<file path="config.mk">
export PLATFORM = sky130hd
export DESIGN_NAME = mem_port_arbiter
export DESIGN_NICKNAME = d
export VERILOG_FILES = /design/src/rtl/mem_arb_pkg.sv /design/src/rtl/arb_prio_sel.sv /design/src/rtl/mem_port_arbiter.sv
export SDC_FILE = /design/constraint.sdc
export NUM_CORES = 1
export LEC_CHECK = 0
export ABC_AREA = 0
export BUFFER_PORTS_ARGS = -buffer_cell sky130_fd_sc_hd__buf_2
export CAP_MARGIN = 5
export CORE_AREA = 2 2 133 135
export DETAILED_ROUTE_END_ITERATION = 10
export DIE_AREA = 0 0 135 137
export MAX_ROUTING_LAYER = met4
export PLACE_DENSITY = 0.59
export REMOVE_ABC_BUFFERS = 1
export SYNTH_ARGS = -nofsm -noshare
export SYNTH_HDL_FRONTEND = slang
export SYNTH_SLANG_ARGS = --single-unit
</file>
<file path="constraint.sdc">
create_clock -name clk -period 6.49 [get_ports clk]
set_input_delay 0.3245 -clock clk [delete_from_list [all_inputs] [get_ports clk]]
set_output_delay 0.3245 -clock clk [all_outputs]
set_load 0.01 [all_outputs]
</file>
<file path="src/rtl/mem_arb_pkg.sv">
// Shared types for the unified-memory port arbiter.
package mem_arb_pkg;

    typedef enum logic [1:0] {
        ARB_IDLE,
        ARB_WAIT,
        ARB_DONE
    } arb_state_t;

    typedef enum logic [1:0] {
        GNT_NONE,
        GNT_P,
        GNT_D,
        GNT_I
    } arb_gnt_t;

endpackage

</file>
<file path="src/rtl/arb_prio_sel.sv">
// Fixed-priority grant select: prog > data > fetch, except that a starved
// fetch jumps ahead of data (never ahead of the loader).
import mem_arb_pkg::*;

module arb_prio_sel (
    input  logic     p_req,
    input  logic     d_req,
    input  logic     i_req,
    input  logic     starve,
    output arb_gnt_t gnt
);

    // Pick the single winner for this IDLE cycle.
    always_comb begin
        gnt = GNT_NONE;
        if (p_req) begin
            gnt = GNT_P;
        end else if (i_req && starve) begin
            gnt = GNT_I;
        end else if (d_req) begin
            gnt = GNT_D;
        end else if (i_req) begin
            gnt = GNT_I;
        end
    end

endmodule

</file>
<file path="src/rtl/mem_port_arbiter.sv">
// Sequences prog-loader, data and fetch accesses onto one single-ported
// BRAM, one transaction at a time, with 1-cycle acks and a pipeline hold.
import mem_arb_pkg::*;

module mem_port_arbiter #(
    parameter int ADDR_W     = 32,
    parameter int DATA_W     = 32,
    parameter int RD_LAT     = 1,
    parameter int STARVE_MAX = 4
) (
    input  logic                clk,
    input  logic                Rst,
    input  logic                p_req,
    input  logic [ADDR_W-1:0]   p_addr,
    input  logic [DATA_W-1:0]   p_din,
    output logic                p_ack,
    input  logic                d_req,
    input  logic                d_we,
    input  logic [DATA_W/8-1:0] d_be,
    input  logic [ADDR_W-1:0]   d_addr,
    input  logic [DATA_W-1:0]   d_din,
    output logic [DATA_W-1:0]   d_dout,
    output logic                d_ack,
    input  logic                i_req,
    input  logic [ADDR_W-1:0]   i_addr,
    output logic [DATA_W-1:0]   i_dout,
    output logic                i_ack,
    output logic                m_en,
    output logic [DATA_W/8-1:0] m_we,
    output logic [ADDR_W-1:0]   m_addr,
    output logic [DATA_W-1:0]   m_din,
    input  logic [DATA_W-1:0]   m_dout,
    output logic                mem_hold
);

    localparam int CNT_W  = (RD_LAT > 1) ? $clog2(RD_LAT) : 1;
    localparam int STRK_W = $clog2(STARVE_MAX + 1);

    arb_state_t        state_q, state_d;
    arb_gnt_t          gnt, gnt_q;
    logic [CNT_W-1:0]  wait_q;
    logic [STRK_W-1:0] streak_q;
    logic              starve;
    logic              is_read;

    assign starve  = (streak_q == STRK_W'(STARVE_MAX));
    assign is_read = (gnt == GNT_I) || ((gnt == GNT_D) && !d_we);

    arb_prio_sel u_prio_sel (
        .p_req  (p_req),
        .d_req  (d_req),
        .i_req  (i_req),
        .starve (starve),
        .gnt    (gnt)
    );

    // State register.
    always_ff @(posedge clk) begin
        if (Rst) state_q <= ARB_IDLE;
        else     state_q <= state_d;
    end

    // Latch the winner and load the read-latency countdown at issue.
    always_ff @(posedge clk) begin
        if (Rst) begin
            gnt_q  <= GNT_NONE;
            wait_q <= '0;
        end else if (state_q == ARB_IDLE && gnt != GNT_NONE) begin
            gnt_q  <= gnt;
            wait_q <= CNT_W'(RD_LAT - 1);
        end else if (state_q == ARB_WAIT && wait_q != '0) begin
            wait_q <= wait_q - 1'b1;
        end
    end

    // Consecutive-data-grant streak; clearing wins so it only counts while a fetch waits.
    always_ff @(posedge clk) begin
        if (Rst) begin
            streak_q <= '0;
        end else if (state_q == ARB_IDLE) begin
            if (gnt == GNT_I || !i_req) begin
                streak_q <= '0;
            end else if (gnt == GNT_D && !starve) begin
                streak_q <= streak_q + 1'b1;
            end
        end
    end

    // Capture read data on the last WAIT cycle into the owner's result register.
    always_ff @(posedge clk) begin
        if (Rst) begin
            d_dout <= '0;
            i_dout <= '0;
        end else if (state_q == ARB_WAIT && wait_q == '0) begin
            if (gnt_q == GNT_D) d_dout <= m_dout;
            if (gnt_q == GNT_I) i_dout <= m_dout;
        end
    end

    // Next state, memory issue strobe/bus and ack pulses; all forced low in reset.
    always_comb begin
        state_d = state_q;
        m_en    = 1'b0;
        m_we    = '0;
        m_addr  = '0;
        m_din   = '0;
        p_ack   = 1'b0;
        d_ack   = 1'b0;
        i_ack   = 1'b0;
        case (state_q)
            ARB_IDLE: begin
                if (gnt != GNT_NONE) begin
                    m_en    = 1'b1;
                    state_d = is_read ? ARB_WAIT : ARB_DONE;
                    case (gnt)
                        GNT_P: begin
                            m_we   = '1;
                            m_addr = p_addr;
                            m_din  = p_din;
                        end
                        GNT_D: begin
                            m_we   = d_we ? d_be : '0;
                            m_addr = d_addr;
                            m_din  = d_din;
                        end
                        GNT_I: begin
                            m_addr = i_addr;
                        end
                        default: ;
                    endcase
                end
            end
            ARB_WAIT: begin
                if (wait_q == '0) state_d = ARB_DONE;
            end
            ARB_DONE: begin
                state_d = ARB_IDLE;
                p_ack   = (gnt_q == GNT_P);
                d_ack   = (gnt_q == GNT_D);
                i_ack   = (gnt_q == GNT_I);
            end
            default: state_d = ARB_IDLE;
        endcase
        if (Rst) begin
            m_en   = 1'b0;
            m_we   = '0;
            m_addr = '0;
            m_din  = '0;
            p_ack  = 1'b0;
            d_ack  = 1'b0;
            i_ack  = 1'b0;
        end
    end

    // Stall while any core request is still unacknowledged.
    always_comb begin
        mem_hold = 1'b0;
        if (!Rst) mem_hold = (d_req & ~d_ack) | (i_req & ~i_ack) | p_req;
    end

endmodule

</file>
=== Yosys cells after proc, flatten, opt, wreduce, memory -nomap -nowiden ===
Cells that the tools add are included.
W data, S select, Z words.

* Latch bits: 0
* Word-level logic and storage cells: 78
* Register bits after elaboration: 72
* Bits in writable memories: 0
* ROM bits: 0
* Memories kept: 0

* Multipliers: 0
* Multiplexer cells: 33
* $lt $le $gt $ge: 0
* Equality and inequality tests: 11
* Bitwise logic cells: 7
* Shift operators: 0
* Divide/modulo/power cells: 0
* $add $sub $neg: 2
* Reductions and logical operators: 19

{| class="wikitable"
|+ Operators with widths
! kind !! number
|-
| $mux W32 || 6
|-
| $pmux W32 S3 || 1
|-
| $pmux W32 S2 || 1
|-
| $mux W4 || 4
|-
| $mux W2 || 7
|-
| $eq A2 B2 Y1 const B || 5
|-
| $mux W1 || 10
|-
| $pmux W4 S2 || 1
|-
| $reduce_and A2 Y1 || 4
|-
| $eq A2 B1 Y1 const B || 3
|-
| $logic_and A1 B1 Y1 || 6
|-
| $mux W3 || 2
|-
| $ne A2 B2 Y1 const B || 2
|-
| $pmux W2 S2 || 1
|-
| $reduce_bool A2 Y1 || 2
|-
| $add A3 B1 Y3 const B || 1
|-
| $eq A3 B3 Y1 const B || 1
|-
| $logic_not A1 Y1 || 3
|-
| $not A1 Y1 || 3
|-
| $and A1 B1 Y1 || 2
|-
| $logic_not A2 Y1 || 1
|-
| $logic_or A1 B1 Y1 || 2
|-
| $or A1 B1 Y1 || 2
|-
| $reduce_or A2 Y1 || 1
|-
| $sub A1 B1 Y1 const B || 1
|}

=== Logic depth before layout (Yosys ltp) ===
* Word-level depth: 10
* Depth in mapped cells: 11
* Mapped depth without buffers: 9

=== Cells and area by module ===
A second synthesis with hierarchy kept.

* Cell total of the unflattened synthesis: 480
* Area, all modules: 3943.8 µm²

{| class="wikitable"
|+ By module, submodules not included
! module !! cells each !! seq. area each (µm²) !! area an instance (µm²) !! instances
|-
| mem_port_arbiter || 476 || 1441.4 || 3922.5 || 1
|-
| arb_prio_sel || 4 || 0.0 || 21.3 || 1
|}

=== Least setup slack after synthesis ===
Ideal clock, no wire load.

* Path type: register to output
* From: register streak_q[0]
* To: output m_din[16]
* Cell stages (with the launch flop): 12
* Path slack: 3.948 ns
* Required time: 6.165 ns
* Data arrival time: 2.218 ns
* Cells stage by stage: dfxtp_1 > inv_1 > ha_1 > a21bo_2 > a21oi_1 > ha_1 > or4_4 > buf_6 > or2_1 > buf_6 > buf_6 > nor2_1

* Longest elaborated chain between the ends: 9
* Elaborated cells on any way between the ends: 11
* Classes of those cells: eq/ne: 3; mux: 6; reduce/logical: 2

{| class="wikitable"
|+ RTL lines
! what !! RTL line !! source
|-
| from (decl) || mem_port_arbiter.sv:42 || <nowiki>logic [STRK_W-1:0] streak_q;</nowiki>
|-
| from (signal assigned) || mem_port_arbiter.sv:84 || <nowiki>streak_q <= streak_q + 1'b1;</nowiki>
|-
| $eq A3 B3 Y1 (*) || mem_port_arbiter.sv:46 || <nowiki>assign starve = (streak_q == STRK_W'(STARVE_MAX));</nowiki>
|-
| $logic_and A1 B1 Y1 (*) || arb_prio_sel.sv:18 || <nowiki>end else if (i_req && starve) begin</nowiki>
|-
| $mux W2 (*) || arb_prio_sel.sv:18 ||
|-
| $mux W2 (*) || arb_prio_sel.sv:16 || <nowiki>if (p_req) begin</nowiki>
|-
| $eq A2 B2 Y1 or $eq A2 B1 Y1 (tied branches) || mem_port_arbiter.sv:115 || <nowiki>case (gnt)</nowiki>
|-
| $pmux W32 S2 || mem_port_arbiter.sv:115 ||
|-
| $mux W32 (*) || mem_port_arbiter.sv:112 || <nowiki>if (gnt != GNT_NONE) begin</nowiki>
|-
| $mux W32 (*) || mem_port_arbiter.sv:110 || <nowiki>case (state_q)</nowiki>
|-
| $mux W32 (*) || mem_port_arbiter.sv:144 || <nowiki>if (Rst) begin</nowiki>
|-
| to (decl) || mem_port_arbiter.sv:31 || <nowiki>output logic [DATA_W-1:0] m_din,</nowiki>
|}

Every way passes the cells marked *; elsewhere a longest branch is shown, timed or not.

=== Worst setup path in the final report ===
* From: register streak_q[0]
* To: output m_we[3]

* Longest elaborated chain between the ends: 9
* Elaborated cells on any way between the ends: 11
* Classes of those cells: eq/ne: 3; mux: 6; reduce/logical: 2

{| class="wikitable"
|+ RTL lines
! what !! RTL line !! source
|-
| $eq A3 B3 Y1 (*) || mem_port_arbiter.sv:46 ||
|-
| $logic_and A1 B1 Y1 (*) || arb_prio_sel.sv:18 ||
|-
| $mux W2 (*) || arb_prio_sel.sv:18 ||
|-
| $mux W2 (*) || arb_prio_sel.sv:16 ||
|-
| $eq A2 B2 Y1 or $eq A2 B1 Y1 (tied branches) || mem_port_arbiter.sv:115 ||
|-
| $pmux W4 S2 || mem_port_arbiter.sv:115 ||
|-
| $mux W4 (*) || mem_port_arbiter.sv:112 ||
|-
| $mux W4 (*) || mem_port_arbiter.sv:110 ||
|-
| $mux W4 (*) || mem_port_arbiter.sv:144 ||
|-
| to (decl) || mem_port_arbiter.sv:29 || <nowiki>output logic [DATA_W/8-1:0] m_we,</nowiki>
|}

Marks and branches as above.

==> results.ini <==
[timing]
rsz0062_at_grt=false
period_share=0.578
tightest_slew_ns=0.961
timing.final.max_slew_violations=0
clock_skew_ns=0.00257
final.setup.tns_ns=0
finalHoldViolCount=0
setup_viol=0
clock.fmax_mhz=267
period_minus_slack_ns=3.75
slew_headroom=0.359

[detailed_routing]
route.detailed.drc=0
detail_route.iter0.violations=231
postRouteAntennaNets=0
drt-total-wl_um=17600
viasPerCell=4.72
num_vias=4852
routedWlPerCell_um=17.1
drt_pass1_iterations=7

[clock_tree]
clockBufferDepth=2
cts_sinks=72
tritoncts=yes
ctsHoldBuffers=0
cts-resized-gates=0
clkLatencyLatePin_ns=0.32
cts_max_level=3
clock-root-buffer=clkbuf_16
clkTransAtPathRegs_ns=0.06
post_cts_buffers=0
cts_buffers=9

[synthesis]
yosysUniqueCellTypes=37
synth_top_flop_cell=dfxtp_1
synth_fa_ha_area_frac=0.0182
synth_top_area_cell=dfxtp_1
synth_cells=479
synth_seq_cells=72
syn_area_um2=4110
synth_edf_count=0
synth_most_common_cell=nand2_1
synth_warnings=0
synth_xor_area_frac=0
synth_area_leaders=dfxtp_1 (35%), mux2i_1 (16%), nand2_1 (9.1%)
async_flop_share=0
synthTopCellsByCount=nand2_1 (100), dfxtp_1 (72), mux2i_1 (65)
synth_top_family_by_area=simple AND/OR/NAND/NOR gates
ys_seq_area_frac=0.350
muxShareOfSynthArea=0.158
synth_compound_area_frac=0.168
syn-mean-instance-area_um2=8.59
synthSimpleGateAreaFrac=0.238
synth_top_cell_area_share=0.350

[critical_path]
cp.required_ns=6.17
critical_path.cell_chain=inv_1 -> ha_1 -> a21bo_2 -> a21oi_1 -> ha_2 -> buf_4 -> a31oi_1 -> nor2_1 -> buf_2
arrival_ns=3.43
critPathLaunchType=flip-flop
cpPeakStageDelay_ns=0.79
reg2reg_depth=8
critical_path_class=reg2out
slowest_stage=ha_2
path_max_fanout=40
reg2reg_slack_ns=3.79
end_kind=output port

[floorplanning]
core_area_um2=17100
num_rows=48
initial_core_util=0.241
dieArea_um2=18500
num_io_pins=339
die_y_um=137
die_x_um=135

[final_layout]
drive_above_1_share=0.493
fill_cells=1783
final_util=0.365
area_growth_pct=51.4
final_nets=996
fin_cells=1028

[global_route]
grt_usage=0.181
grt_max_degree=100
grt_overflow=0
grt_pass1_vias=4486
antenna_found_initial=10
grt_pass1_wl_um=25000

[place]
dp_cells=1002
gp_congestion=0.934
io_buffer_count=338
place_hpwl_um=14000

[worst_hold_path]
hold_path_class=in2reg
holdPathStages=3

[power]
ir_drop_mv=0.138
power.density_nw_per_um2=190
power.total_uw=1190
power.leakage_uw=0.00321

[run]
cap_violations=0

[status]
status=finished clean

## stage by stage
stage | hold WS, ns | worst slack [ns] | cell area (um2)
global placement | 0.441 | 3.19 | 5900
CTS | 0.252 | 2.76 | 6200
detailed placement | 0.446 | 3.12 | 5900
global route | 0.260 | 2.55 | 6230
finish | 0.266 | 2.74 | 6230
floorplan | 0.397 | 2.73 | 3870
## layout make-up
type | instances | area, um2 | area share
clock inverter | 6 | 67.6 | 0.0108
multi-input combinational | 352 | 2400 | 0.385
inverter | 8 | 30.0 | 0.00482
timing repair buffer | 345 | 1740 | 0.280
clock buffer | 10 | 239 | 0.0384
tap | 225 | 282 | 0.0452
antenna | 10 | 25.0 | 0.00402
sequential | 72 | 1440 | 0.231
## report_power, final
group	internal, uW	total [uW]	switching (uW)
clock	309	495	186
sequential	446	452	5.55
combinational	103	239	136
total	859	1190	327
## layer usage
metal | vias up | part of all wire | track usage
met3 | 25 | 0.10 | 0.0593
li1 | 2360 | - | -
met1 | 2230 | 0.38 | 0.197
met4 | 0 | 0.030 | 0.0770
met2 | 237 | 0.49 | 0.306
met5 | - | 0 | -
## path summary, 6_finish.rpt
path / start / endpoint
hold reg to reg: i_dout[25]$_SDFFE_PP0P_ / i_dout[25]$_SDFFE_PP0P_
hold / removal: m_dout[15] / i_dout[15]$_SDFFE_PP0P_
setup / recovery: streak_q[0]$_SDFFE_PP0P_ / m_we[3]
setup reg to reg: streak_q[0]$_SDFFE_PP0P_ / state_q[0]$_SDFFE_PP0P_
## cell families (layout without fill, tap and decap cells)
family | Yosys count | after routing
simple gates | 198 | 198
compound gates | 83 | 83
flops | 72 | 72
mux | 65 | 65
buf+inv | 55 | 369
fa+ha+maj | 6 | 6
other cells | 0 | 10
## critical path, delay by kind of cell, from the launching register on
kind | cells | cell delay (ns)
fa+ha+maj | 2 | 1.02
flops | 1 | 0.38
simple gates | 1 | 0.26
compound gates | 3 | 0.68
buf+inv | 3 | 0.74
## registers in the layout, summed over array words and instances (netlist names)
signal / count
wait_q: 1
i_dout: 32
state_q: 2
streak_q: 3
d_dout: 32
gnt_q: 2
## cells in the final DEF (no fill, tap or decap), types with 2 or more instances in the layout
cell        count
buf_4           7
nor2b_1         3
diode_2        10
nand4_1         4
a31oi_1         5
a21bo_2         2
mux2i_1        65
clkbuf_16       9
nand2_1       100
inv_1           7
a21oi_1         3
ha_2            2
dfxtp_1        72
a222oi_1       32
a211oi_1        3
clkinvlp_4      2
o21ai_0         2
buf_2         338
nor2_4         20
nor2_1         53
nor4_1          3
o311ai_0        2
and2_1          2
nor3_1          2
a22oi_1        32
nor2_2          2
ha_1            4
Note: power is estimated with default switching activity, not from simulation.
